## src/rtl/ogfx_if_par16_refresh.sv

```systemverilog
`default_nettype none
// ============================================================================
// Module   : ogfx_if_par16_refresh
// Purpose  : Display refresh engine. On a frame start it drives a 16-bit
//            8080-style parallel LCD write bus with one memory-write command
//            followed by display_size pixel writes. Pixel words are fetched
//            from the backend through a request/ready handshake. A one-entry
//            prefetch buffer lets the next fetch overlap the current write.
// Ports    : mclk, puc_rst_n            - clock, async active-low reset
//            refresh_start_i            - one-cycle frame start request
//            display_size_i             - pixels per frame (sampled at start)
//            refresh_data_i/_ready_i    - backend pixel word + valid pulse
//            refresh_active_o           - frame in progress
//            refresh_data_request_o     - one-cycle next-pixel request
//            refresh_done_o             - one-cycle end-of-frame pulse
//            lcd_cs_n_o, lcd_rs_o,
//            lcd_wr_n_o, lcd_d_o        - parallel LCD bus
// Revision : 1.0 - initial release
// ============================================================================
module ogfx_if_par16_refresh #(
  parameter int          SPIX_MSB  = 15,
  parameter int          WR_LO_CYC = 1,
  parameter int          WR_HI_CYC = 1,
  parameter logic [15:0] CMD_RAMWR = 16'h002C
) (
  input  logic              mclk,
  input  logic              puc_rst_n,
  input  logic              refresh_start_i,
  input  logic [SPIX_MSB:0] display_size_i,
  input  logic [15:0]       refresh_data_i,
  input  logic              refresh_data_ready_i,
  output logic              refresh_active_o,
  output logic              refresh_data_request_o,
  output logic              refresh_done_o,
  output logic              lcd_cs_n_o,
  output logic              lcd_rs_o,
  output logic              lcd_wr_n_o,
  output logic [15:0]       lcd_d_o
);

  localparam int CNT_W   = SPIX_MSB + 1;
  localparam int CYC_MAX = (WR_LO_CYC > WR_HI_CYC) ? WR_LO_CYC : WR_HI_CYC;
  localparam int CYC_W   = (CYC_MAX > 1) ? $clog2(CYC_MAX) : 1;

  typedef enum logic [2:0] {
    ST_IDLE     = 3'd0,
    ST_CMD_LO   = 3'd1,
    ST_CMD_HI   = 3'd2,
    ST_PIX_WAIT = 3'd3,
    ST_DAT_LO   = 3'd4,
    ST_DAT_HI   = 3'd5,
    ST_DONE     = 3'd6
  } state_t;

  state_t             state_q,    state_d;
  logic [CYC_W-1:0]   cyc_q,      cyc_d;
  logic [SPIX_MSB:0]  size_q,     size_d;
  logic [SPIX_MSB:0]  req_cnt_q,  req_cnt_d;
  logic [SPIX_MSB:0]  tx_cnt_q,   tx_cnt_d;
  logic [15:0]        buf_q,      buf_d;
  logic               buf_full_q, buf_full_d;
  logic               outst_q,    outst_d;
  logic               cs_n_q,     cs_n_d;
  logic               rs_q,       rs_d;
  logic               wr_n_q,     wr_n_d;
  logic [15:0]        d_q,        d_d;

  logic               w_busy;
  logic               w_req;
  logic               w_accept;
  logic [SPIX_MSB:0]  w_tx_next;
  logic               w_lo_last;
  logic               w_hi_last;

  always_comb begin
    state_d    = state_q;
    cyc_d      = cyc_q;
    size_d     = size_q;
    req_cnt_d  = req_cnt_q;
    tx_cnt_d   = tx_cnt_q;
    buf_d      = buf_q;
    buf_full_d = buf_full_q;
    outst_d    = outst_q;
    cs_n_d     = cs_n_q;
    rs_d       = rs_q;
    wr_n_d     = wr_n_q;
    d_d        = d_q;

    w_busy    = (state_q != ST_IDLE) && (state_q != ST_DONE);
    // Only one fetch in flight, and only when there is room to land it.
    w_req     = w_busy && !outst_q && !buf_full_q && (req_cnt_q < size_q);
    // Ready is only meaningful against an outstanding request; since a request
    // is issued only with outst_q low, a same-cycle ready is dropped here too.
    w_accept  = refresh_data_ready_i && outst_q;
    w_tx_next = tx_cnt_q + CNT_W'(1);
    w_lo_last = (cyc_q == CYC_W'(WR_LO_CYC - 1));
    w_hi_last = (cyc_q == CYC_W'(WR_HI_CYC - 1));

    if (w_req) begin
      outst_d   = 1'b1;
      req_cnt_d = req_cnt_q + CNT_W'(1);
    end
    if (w_accept) begin
      outst_d    = 1'b0;
      buf_d      = refresh_data_i;
      buf_full_d = 1'b1;
    end

    case (state_q)
      ST_IDLE: begin
        if (refresh_start_i) begin
          size_d     = display_size_i;
          req_cnt_d  = '0;
          tx_cnt_d   = '0;
          buf_full_d = 1'b0;
          outst_d    = 1'b0;
          cyc_d      = '0;
          cs_n_d     = 1'b0;
          rs_d       = 1'b0;
          wr_n_d     = 1'b0;
          d_d        = CMD_RAMWR;
          state_d    = ST_CMD_LO;
        end
      end
      ST_CMD_LO: begin
        if (w_lo_last) begin
          cyc_d   = '0;
          wr_n_d  = 1'b1;
          state_d = ST_CMD_HI;
        end else begin
          cyc_d = cyc_q + CYC_W'(1);
        end
      end
      ST_CMD_HI: begin
        if (w_hi_last) begin
          cyc_d = '0;
          if (size_q != '0) begin
            state_d = ST_PIX_WAIT;
          end else begin
            cs_n_d  = 1'b1;
            rs_d    = 1'b1;
            state_d = ST_DONE;
          end
        end else begin
          cyc_d = cyc_q + CYC_W'(1);
        end
      end
      ST_PIX_WAIT: begin
        if (buf_full_q) begin
          d_d        = buf_q;
          buf_full_d = 1'b0;
          rs_d       = 1'b1;
          wr_n_d     = 1'b0;
          cyc_d      = '0;
          state_d    = ST_DAT_LO;
        end else if (w_accept) begin
          // Word arrives while we are already waiting: forward it straight
          // onto the bus so the write starts the next cycle.
          d_d        = refresh_data_i;
          buf_full_d = 1'b0;
          rs_d       = 1'b1;
          wr_n_d     = 1'b0;
          cyc_d      = '0;
          state_d    = ST_DAT_LO;
        end
      end
      ST_DAT_LO: begin
        if (w_lo_last) begin
          cyc_d   = '0;
          wr_n_d  = 1'b1;
          state_d = ST_DAT_HI;
        end else begin
          cyc_d = cyc_q + CYC_W'(1);
        end
      end
      ST_DAT_HI: begin
        if (w_hi_last) begin
          cyc_d    = '0;
          tx_cnt_d = w_tx_next;
          if (w_tx_next == size_q) begin
            cs_n_d  = 1'b1;
            rs_d    = 1'b1;
            state_d = ST_DONE;
          end else begin
            state_d = ST_PIX_WAIT;
          end
        end else begin
          cyc_d = cyc_q + CYC_W'(1);
        end
      end
      ST_DONE: begin
        state_d = ST_IDLE;
      end
      default: begin
        state_d = ST_IDLE;
      end
    endcase
  end

  always_ff @(posedge mclk or negedge puc_rst_n) begin
    if (!puc_rst_n) begin
      state_q    <= ST_IDLE;
      cyc_q      <= '0;
      size_q     <= '0;
      req_cnt_q  <= '0;
      tx_cnt_q   <= '0;
      buf_q      <= '0;
      buf_full_q <= 1'b0;
      outst_q    <= 1'b0;
      cs_n_q     <= 1'b1;
      rs_q       <= 1'b1;
      wr_n_q     <= 1'b1;
      d_q        <= '0;
    end else begin
      state_q    <= state_d;
      cyc_q      <= cyc_d;
      size_q     <= size_d;
      req_cnt_q  <= req_cnt_d;
      tx_cnt_q   <= tx_cnt_d;
      buf_q      <= buf_d;
      buf_full_q <= buf_full_d;
      outst_q    <= outst_d;
      cs_n_q     <= cs_n_d;
      rs_q       <= rs_d;
      wr_n_q     <= wr_n_d;
      d_q        <= d_d;
    end
  end

  assign refresh_active_o       = (state_q != ST_IDLE);
  assign refresh_done_o         = (state_q == ST_DONE);
  assign refresh_data_request_o = w_req;
  assign lcd_cs_n_o             = cs_n_q;
  assign lcd_rs_o               = rs_q;
  assign lcd_wr_n_o             = wr_n_q;
  assign lcd_d_o                = d_q;

endmodule
`default_nettype wire

```

## config.mk

```make
export PLATFORM = sky130hd
export DESIGN_NAME = ogfx_if_par16_refresh
export DESIGN_NICKNAME = d
export VERILOG_FILES = /design/src/rtl/ogfx_if_par16_refresh.sv
export SDC_FILE = /design/constraint.sdc
export NUM_CORES = 1
export LEC_CHECK = 0
export BUFFER_PORTS_ARGS = -buffer_cell sky130_fd_sc_hd__buf_2
export CORE_MARGIN = 5
export CORE_UTILIZATION = 60
export DETAILED_ROUTE_END_ITERATION = 6
export PLACE_DENSITY = 0.82
export SYNTH_ARGS = -nofsm -noshare
export SYNTH_HDL_FRONTEND = slang
export SYNTH_SLANG_ARGS = --single-unit
```

## constraint.sdc

```tcl
create_clock -name mclk -period 6.9 [get_ports mclk]
set_clock_uncertainty 0.1 [all_clocks]
set_input_delay 0.69 -clock mclk [delete_from_list [all_inputs] [get_ports mclk]]
set_output_delay 0.69 -clock mclk [all_outputs]
set_load 0.02 [all_outputs]
```

== Word-level counts from Yosys, hierarchy flattened ==
Cells that the tools add are included.

* Register bits: 89
* Word-level logic and storage cells: 103
* Input bits: 36
* Output and inout bits: 22

* Add/subtract/negate cells: 3
* Equality and inequality tests: 17
* Mux-type cells: 44
* Order comparisons: 1
* Reductions and logical operators: 26

{| class="wikitable"
|+ Operator list
! kind !! number
|-
| two-way mux 16 bit || 8
|-
| one-hot mux 16 bit (2 select lines) || 2
|-
| adder 16 x 1 -> 16 bit, second input constant || 2
|-
| two-way mux 3 bit || 9
|-
| two-way mux 1 bit || 19
|-
| one-hot mux 3 bit (6 select lines) || 1
|-
| == test 16 bit || 1
|-
| < comparator 16 bit || 1
|-
| != test 2 bit, second input constant || 8
|-
| nonzero test 16 bit || 1
|-
| AND reduction 6 bit || 2
|-
| nonzero test 3 bit || 4
|-
| == test 3 bit, second input constant || 3
|-
| one-hot mux 1 bit (3 select lines) || 3
|-
| AND reduction 3 bit || 3
|-
| AND reduction 7 bit || 1
|-
| == test 3 x 2 -> 1 bit, second input constant || 2
|-
| != test 3 bit, second input constant || 2
|-
| logical AND 1 bit || 5
|-
| one-hot mux 1 bit (4 select lines) || 1
|-
| AND reduction 4 bit || 1
|-
| nonzero test 2 bit || 2
|-
| nonzero test 4 bit || 1
|-
| OR reduction 4 bit || 1
|-
| 7 further kinds || 8
|}

== Longest topological paths before layout ==
Gate-level depths: netlist of the first run.

* Word-level depth: 9
* Gate-level depth with buffers: 12
* Gate-level depth less buffers: 10

== Worst setup path before layout of the first run ==
OpenSTA, ideal clock, no wires.

* Path type: register -> output
* Start: reg size_q[14]
* End: out refresh_data_request_o
* Path slack: 4137 ps
* Stages on the path, launching flop included: 10
* Arrival: 1973 ps
* Cells stage by stage: dfrtp_1 -> inv_1 -> ha_1 -> a21o_1 -> a2111oi_4 -> o2111ai_1 -> a21o_1 -> buf_6 -> inv_1 -> buf_4

* Longest elaborated chain between the ends: 2

{| class="wikitable"
|+ RTL lines
! item !! line !! source
|-
| start, declared || 57 || <nowiki>logic [SPIX_MSB:0] size_q, size_d;</nowiki>
|-
| start signal, assigned || 217 || <nowiki>size_q <= size_d;</nowiki>
|-
| < comparator 16 bit || 91 || <nowiki>w_req = w_busy && !outst_q && !buf_full_q && (req_cnt_q < size_q);</nowiki>
|-
| logical AND 1 bit || 91 ||
|-
| end, declared || 33 || <nowiki>output logic refresh_data_request_o,</nowiki>
|}

Every way passes these cells.

== Worst setup path after layout of the first run ==
* Start: reg req_cnt_q[6]
* End: out refresh_data_request_o

* Longest elaborated chain between the ends: 2

{| class="wikitable"
|+ RTL lines
! item !! line !! source
|-
| start, declared || 58 || <nowiki>logic [SPIX_MSB:0] req_cnt_q, req_cnt_d;</nowiki>
|-
| start signal, assigned || 218 || <nowiki>req_cnt_q <= req_cnt_d;</nowiki>
|-
| < comparator 16 bit || 91 ||
|-
| logical AND 1 bit || 91 ||
|}

Every way passes these cells.

==> results of run 1 <==
==> worst paths after layout <==
path	from	to	slack [ps]
max reg2reg	outst_q	lcd_d_o[2]	3940
min	lcd_d_o[12]	lcd_d_o[12]	390
max	req_cnt_q[6]	refresh_data_request_o	3340
min in group asynchronous	puc_rst_n	lcd_d_o[2]	420
max in group asynchronous	puc_rst_n	req_cnt_q[11]	5580
min reg2reg	lcd_d_o[12]	lcd_d_o[12]	390
==> synth_stat cells (3+ instances only) <==
library cell / n / area, um2
mux2_2: 16 / 180
xor2_1: 9 / 78.8
and2_1: 3 / 18.8
o21ai_1: 3 / 15.0
dfrtp_1: 85 / 2130
nor2_1: 28 / 105
o41ai_1: 4 / 35.0
nand2b_1: 10 / 62.6
xnor2_1: 13 / 114
or4_1: 3 / 22.5
ha_1: 17 / 213
a31oi_1: 4 / 25.0
or3_1: 3 / 18.8
nand4_1: 17 / 106
nor2b_1: 5 / 31.3
inv_1: 21 / 78.8
and3_1: 10 / 62.6
nor4_1: 6 / 37.5
nand3_1: 8 / 40.0
nand2_1: 72 / 270
a21oi_1: 17 / 85.1
dfstp_2: 3 / 78.8
o31ai_1: 7 / 52.6
mux2i_1: 22 / 220
o21ai_0: 60 / 300
nor3_1: 4 / 20.0
a21o_1: 8 / 60.1
a211oi_1: 4 / 30.0
clkbuf_1: 22 / 82.6
buf_4: 3 / 22.5
==> flip-flops by register name, summed over array words and instances, names as in the netlist <==
| name | flops |
|---|---|
| buf_q | 16 |
| lcd_d_o | 16 |
| req_cnt_q | 16 |
| size_q | 16 |
| tx_cnt_q | 16 |
| state_q | 3 |
| buf_full_q | 1 |
| lcd_cs_n_o | 1 |
| lcd_rs_o | 1 |
| lcd_wr_n_o | 1 |
| outst_q | 1 |
==> report_power, final <==
part	total (uW)	switching, uW	internal [uW]
clock	407	198	209
sequential	944	228	715
combinational	858	487	371
==> cell families (layout without fill, tap and decap cells) <==
family / count (synthesis) / count (layout) / share of synthesized area [%]
compound gates: 124 / 124 / 15.6
xor+xnor: 22 / 22 / 3.90
fa+ha+maj: 17 / 17 / 4.30
buf+inv: 50 / 95 / 4.23
flops: 88 / 88 / 44.6
mux: 38 / 38 / 8.10
simple gates: 182 / 182 / 19.2
==> metal layers <==
| metal | global-route usage [%] | part of all wire [%] | vias to the layer above |
|---|---|---|---|
| li1 | - | - | 1939 |
| met5 | 0 | 0 | - |
| met3 | 4.43 | 4.2 | 18 |
| met4 | 7.77 | 1.8 | 0 |
| met2 | 38.8 | 51 | 88 |
| met1 | 30.0 | 43 | 1989 |
==> layout make-up <==
| type | count | area share (%) |
|---|---|---|
| Clock buffer | 9 | 2.27 |
| Clock inverter | 7 | 1.86 |
| Inverter | 21 | 1.44 |
| Multi-Input combinational cell | 383 | 46.2 |
| Sequential cell | 88 | 40.4 |
| Tap cell | 105 | 2.40 |
| Timing Repair Buffer | 58 | 5.41 |
==> worst max-delay path, delay by kind of cell (launching register included) <==
kind | cells | cell delay [ps]
flip-flops | 1 | 540
AND/OR/NAND/NOR | 1 | 210
buffers and inverters | 2 | 580
adder cells (fa/ha/maj) | 1 | 320
AO/OA/AOI/OAI | 3 | 760
==> stage by stage <==
| stage | setup slack, ps | hold slack (ps) |
|---|---|---|
| finish | 3340 | 388 |
| global route | 2950 | 408 |
| CTS | 3310 | 391 |
| detailed placement | 3550 | 369 |
| global placement | 3720 | 358 |
| floorplan | 4140 | 294 |
==> results.yml, run 1 <==
placed_design:
  gp_congestion: 0.868
  dpl_cell_area_mm2: 0.00524
  place_inst: 655
  port_buffers: 57
  dp_hpwl_um: 7860
setup_path:
  critPathMaxStageDelay_ps: 540
  cp_max_fo: 13
  reg2regPathDepth: 5
  worstPathArrival_ps: 2770
  crit_type: "reg -> out"
  startpoint_type: "flop"
  slowest_stage: "dfrtp_1"
  worstPathRequired_ps: 6110
  end_kind: "output port"
  cp_cell_sequence: "ha_1 -> and4_1 -> a2111oi_0 -> o21ai_0 -> a21o_1 -> inv_1 -> buf_2"
clocking:
  numCtsBuffers: 9
  hold_buffers: 0
  clockRootBuffer: "clkbuf_8"
  cts_buffer_depth: 2
  clk_pin_slew_ps: 100
  cts_setup_buffers: 0
  clk_latency_ps: 360
  cts_resized: 0
  cts_tree: "done"
  cts.sinks: 88
  htree_levels: 3
pwr:
  powerDensity_mw_per_mm2: 404
  irDropWorstVdd_uv: 240
  p_leak_uw: 0.00256
  fin_total_pwr_uw: 2210
sta:
  setup_viol: 0
  drv_slew: 0
  fin_crit_ps: 3560
  worstMarginPinSlew_ps: 1240
  fmax_mhz: 281
  tns_ps: 0
  slew_headroom_pct: 16.8
  period_share_pct: 51.6
  rsz0062_at_grt: "no"
  hold_violations: 0
global_route:
  grt_pass1_wl_um: 18700
  antenna_found_initial: 0
  grtUsageTotal_pct: 23.1
  grt_overflow: 0
  first_global_vias: 4000
  grt_max_degree: 89
synth:
  synth_nets: 574
  synth.distinct_cells: 58
  synth_ff_type: "dfrtp_1"
  synthesis.area_mm2: 0.00494
  ys_warn_count: 0
  seq_area_frac_synth_pct: 44.6
  ys_ff_latch: 88
  syn_inst: 521
  async_reset_ff_share_pct: 100
  synth.avg_cell_area_um2: 9.48
  synth_edf_count: 0
final_layout:
  nNetsFinal: 614
  final-seq-area_mm2: 0.00221
  final_cell_mix: "85 x dfrtp_1, 72 x nand2_1, 60 x o21ai_0"
  multiInputGateArea_mm2: 0.00253
  num-fill-cells: 638
  drive_above_1_share_pct: 18.4
  fin_cells: 671
  stdcell_area_mm2: 0.00546
  diodes: 0
  areaGrowthSynthToFinish_pct: 10.6
  final_core_utilization_pct: 67.2
  layout_commonest_cell: "dfrtp_1"
floorplan:
  initial_core_util_pct: 60.7
  die_h_um: 101
  die_w_um: 101
  io_pins: 58
  core_area_mm2: 0.00813
  dieArea_mm2: 0.0101
  row_count: 33
route:
  postRouteAntennaNets: 0
  wl_um: 11000
  first_pass_iters: 5
  drtIter0Drc: 260
  drc: 0
  wire_per_inst_um: 16.4
  num_vias: 4034
  vias_per_cell: 6.01
flow_run:
  max-cap-violations: 0
run_status:
  run_status: "finished, final reports clean"
min_path:
  holdCritPathClass: "reg -> reg"
  hold-path-cell-count: 2
(Power assumes the default switching activity.)
==> run 2: changes to the inputs <==
CORE_UTILIZATION = 53   (was 60)
PLACE_DENSITY = 0.76   (was 0.82)
clock period = 2.96 ns   (was 6.9 ns; I/O delays follow)
==> run 2 against run 1 <==
Sequential cell count is the same; utilization fell by 6.6 points; register-to-register slack worse by 3800 ps; first-iteration DRC count is 18% lower; final cell count increased by 2.8%; critical path type unchanged; largest power group is now combinational cells.
==> results.yml, run 2 (synthesis results as in run 1) <==
setup_path:
  worstPathArrival_ps: 2400
  end_kind: "output port"
  reg2regPathDepth: 9
  r2r_end: "req_cnt_q[12]"
  crit_type: "reg -> out"
  reg2reg_slack_ps: 180
  cp-startpoint: "size_q[14]"
  reg2reg_from: "size_q[14]"
  cp_max_fo: 5
  worstPathRequired_ps: 2560
  endpoint: "refresh_data_request_o"
  slowest_stage: "dfrtp_1"
  cp_cell_sequence: "inv_1 -> ha_1 -> a21o_1 -> a2111oi_4 -> o2111ai_1 -> a21o_2 -> clkinvlp_4 -> buf_2"
  critPathMaxStageDelay_ps: 400
  startpoint_type: "flop"
floorplan:
  die_h_um: 107
  die_w_um: 107
  row_count: 35
  core_area_mm2: 0.00915
  dieArea_mm2: 0.0114
  io_pins: 58
  initial_core_util_pct: 54.0
route:
  drtIter0Drc: 212
  first_pass_iters: 4
  met3_length_um: 358
  wl_met2_um: 5820
  postRouteAntennaNets: 0
  num_vias: 4030
  highest_layer: "met4"
  wire_per_inst_um: 16.4
  vias_per_cell: 5.84
  wl_um: 11300
  drc: 0
  wl_met1_um: 4950
sta:
  hold_violations: 0
  fmax_mhz: 358
  rsz0062_at_grt: "no"
  drv_slew: 0
  worst_slack_ps: 165
  fin_crit_ps: 2790
  worstMarginPinSlew_ps: 896
  period_share_pct: 94.4
  slew_headroom_pct: 40.0
  tns_ps: 0
  timing.hold.ws_ps: 29.4
  setup_viol: 0
flow_run:
  max-cap-violations: 0
pwr:
  switching_share_pct: 42.7
  p_sw_uw: 2200
  clkPwrFrac_pct: 16.2
  p_leak_uw: 0.00261
  p_int_uw: 2950
  seqPwrFrac_pct: 40.6
  powerDensity_mw_per_mm2: 928
  fin_total_pwr_uw: 5140
  p_comb_share_pct: 43.2
  irDropWorstVdd_uv: 476
clocking:
  clockRootBuffer: "clkbuf_8"
  numCtsBuffers: 9
  cts_tree: "done"
  cts_buffer_depth: 2
  htree_levels: 3
  clk_latency_ps: 380
  clk_pin_slew_ps: 90
  cts.sinks: 88
final_layout:
  diodes: 0
  layout_commonest_cell: "dfrtp_1"
  final_cell_mix: "85 x dfrtp_1, 72 x nand2_1, 59 x o21ai_0"
  multiInputGateArea_mm2: 0.00253
  stdcell_area_mm2: 0.00554
  nNetsFinal: 627
  drive_above_1_share_pct: 20.4
  areaGrowthSynthToFinish_pct: 12.2
  num-fill-cells: 775
  final-seq-area_mm2: 0.00221
placed_design:
  pre_cts_slack_ps: 193
  dp_hpwl_um: 8190
  port_buffers: 57
  gp_congestion: 0.903
  dpl_cell_area_mm2: 0.00532
global_route:
  grt_overflow: 0
  grt_pass1_wl_um: 19200
  antenna_found_initial: 0
  first_global_vias: 3997
  grt_max_degree: 53
  grtUsageTotal_pct: 20.9
run_status:
  run_status: "finished, final reports clean"
min_path:
  holdCritPathClass: "in -> reg"
-- run 2: layout make-up --
| class | count | area share (%) |
|---|---|---|
| multi-input cells | 383 | 45.6 |
| clock buffers | 9 | 2.24 |
| well taps | 111 | 2.51 |
| clock inverters | 7 | 1.20 |
| flip-flops and latches | 88 | 39.8 |
| repair buffers | 71 | 7.13 |
| inverters | 21 | 1.49 |
-- run 2: power groups by stage --
stage	logic, uW	registers, uW	clock network (uW)
floorplan	1570	2100	0
global placement	2070	2090	0
detailed placement	2170	2110	0
CTS	2210	2090	847
global route	2480	2160	902
finish	2220	2090	836
-- run 2: what timing repair did --
action / 4_1_cts / 5_1_grt
hold endpoints to repair: 47 / 0
buffers inserted: 1 / 1
gates resized for setup: 1 / 3
hold buffers: 1 / 0
cloned: 0 / 0
setup endpoints to repair: 1 / 1
pin swaps: 0 / 0
-- run 2: how the worst min path moves through the flow --
stage	depth (start not counted)	start	endpoint
final	3	display_size_i[1]	size_q[1]
after global routing	3	display_size_i[1]	size_q[1]
after CTS	3	display_size_i[0]	size_q[0]
after detailed placement	1	puc_rst_n	state_q[1]
after global placement	1	puc_rst_n	state_q[1]
after floorplan	0	puc_rst_n	buf_full_q
-- run 2: worst max-delay path: cells and delay by family, from the launching register on --
family | cells | cell delay, ps
buffers and inverters | 3 | 320
DFF | 1 | 400
adders and majority gates | 1 | 330
AOI/OAI and AO/OA | 4 | 990
-- run 2: metal layers --
metal / track usage [%] / vias up
met5: 0 / -
met4: 6.85 / 0
met3: 3.58 / 19
met2: 36.1 / 73
met1: 26.8 / 1968
li1: - / 1970
-- run 2: stage by stage --
step           utilization [%]  instances
2_1_floorplan                -        521
3_3_place_gp              58.1        671
3_5_place_dp              58.1        671
4_1_cts                   60.4        689
5_1_grt                   60.5        690
6_report                  60.5        690
==> run 3: changes to the inputs <==
REMOVE_ABC_BUFFERS = 1   (was not set)
==> run 3 against run 2 <==
Via count down 0.12%; first-iteration DRC count down 19%; sequential power about the same; final cell count down 0.29%; global-route usage down 0.46 points.
==> results.yml, run 3 (synthesis results as in run 1) <==
run_status:
  run_status: "finished, final reports clean"
clocking:
  hold_buffers: 0
  numCtsBuffers: 9
  cts.sinks: 88
  clk_pin_slew_ps: 100
  cts_buffer_depth: 2
  htree_levels: 3
  clockRootBuffer: "clkbuf_8"
  cts_tree: "done"
  clk_latency_ps: 360
placed_design:
  gp_congestion: 0.864
  pre_cts_slack_ps: 136
  dp_hpwl_um: 8090
  port_buffers: 57
floorplan:
  core_area_mm2: 0.00915
  die_h_um: 107
  die_w_um: 107
  io_pins: 58
  dieArea_mm2: 0.0114
  row_count: 35
  initial_core_util_pct: 54.0
global_route:
  grt_overflow: 0
  top_usage_layer: "met2"
  grt_max_degree: 88
  first_global_vias: 3930
  grt_use_met2_pct: 35.3
  use_met3_pct: 3.10
  antenna_found_initial: 0
  grtUsageTotal_pct: 20.5
  grt_pass1_wl_um: 18800
  grtUsageMet1_pct: 26.7
sta:
  period_share_pct: 94.1
  drv_slew: 0
  worstMarginPinSlew_ps: 1080
  slew_headroom_pct: 28.1
  fmax_mhz: 359
  fin_crit_ps: 2780
  worst_slack_ps: 176
  rsz0062_at_grt: "no"
  tns_ps: 0
  hold_violations: 0
  setup_viol: 0
  timing.hold.ws_ps: 14.2
route:
  wl_um: 11200
  num_vias: 4025
  drc: 0
  wire_per_inst_um: 16.2
  vias_per_cell: 5.85
  postRouteAntennaNets: 0
  drtIter0Drc: 171
  first_pass_iters: 4
setup_path:
  worstPathRequired_ps: 2560
  crit_family: "compound AO/OA/AOI/OAI gates"
  crit_type: "reg -> out"
  worstPathArrival_ps: 2390
  slowest_stage: "dfrtp_1"
  startpoint_type: "flop"
  timing.critical_path.buf_inv: 3
  end_kind: "output port"
  cp_max_fo: 3
  critPathMaxStageDelay_ps: 400
  cp_cell_sequence: "inv_1 -> ha_1 -> and4_1 -> a2111oi_2 -> o21ai_1 -> a21o_2 -> clkinvlp_4 -> buf_2"
final_layout:
  multiInputGateArea_mm2: 0.00253
  drive_above_1_share_pct: 20.5
  final_cell_mix: "85 x dfrtp_1, 72 x nand2_1, 59 x o21ai_0"
  final_core_utilization_pct: 60.4
  layout_commonest_cell: "dfrtp_1"
  areaGrowthSynthToFinish_pct: 11.8
  num-fill-cells: 768
  diodes: 0
  nNetsFinal: 625
  final-seq-area_mm2: 0.00221
flow_run:
  max-cap-violations: 0
pwr:
  irDropWorstVdd_uv: 482
  powerDensity_mw_per_mm2: 926
  p_leak_uw: 0.00260
min_path:
  holdCritPathClass: "in -> async"
-- run 3: changes by cell type in the layout (fill, tap and decap cells not counted) --
| cell | delta |
|---|---|
| dlygate4sd3_1 | -1 |
| inv_6 | -1 |
| clkinv_2 | +1 |
| buf_4 | -1 |
| a2111oi_1 | -1 |
| a2111oi_2 | +1 |
-- run 3: worst paths after layout --
path / start / endpoint / slack (ps) / cells after the start
max: size_q[6] / refresh_data_request_o / 180 / 8
min: puc_rst_n / lcd_d_o[6] / 10 / 1
max reg2reg: size_q[6] / req_cnt_q[9] / 200 / 9
min reg2reg: lcd_d_o[14] / lcd_d_o[14] / 390 / 2
max in group asynchronous: puc_rst_n / lcd_cs_n_o / 1990 / 2
min in group mclk: display_size_i[1] / size_q[1] / 30 / 3
-- run 3: area by class of cell --
type | count | share of cell area [%]
multi-input combinational | 383 | 45.9
sequential | 88 | 39.9
timing repair buffer | 69 | 6.84
tap | 111 | 2.51
clock buffer | 9 | 2.24
inverter | 21 | 1.49
clock inverter | 7 | 1.13
-- run 3: what timing repair did --
item                       in CTS  in global routing
resized for setup               4                  1
setup buffers                   1                  1
setup endpoints to repair       1                  1
pin swaps                       0                  1
-- run 3: power by group --
| part | leakage (uW) | total [uW] | switching, uW | internal, uW |
|---|---|---|---|---|
| sequential | 0.00112 | 2100 | 429 | 1670 |
| clock | 0.0000980 | 808 | 483 | 325 |
| combinational | 0.00138 | 2210 | 1260 | 950 |
-- run 3: per-layer routing --
metal,part of all wire [%],wire length (um)
met5,0,0
met4,1.3,142
met3,3.7,407
met2,52,5770
met1,43,4830
-- run 3: stage by stage --
step	power (uW)	cells	area, um2
2_1_floorplan	3570	492	4810
4_1_cts	5130	687	5510
3_5_place_dp	4270	670	5310
3_3_place_gp	4150	670	5310
5_1_grt	5530	688	5530
6_report	5110	688	5530
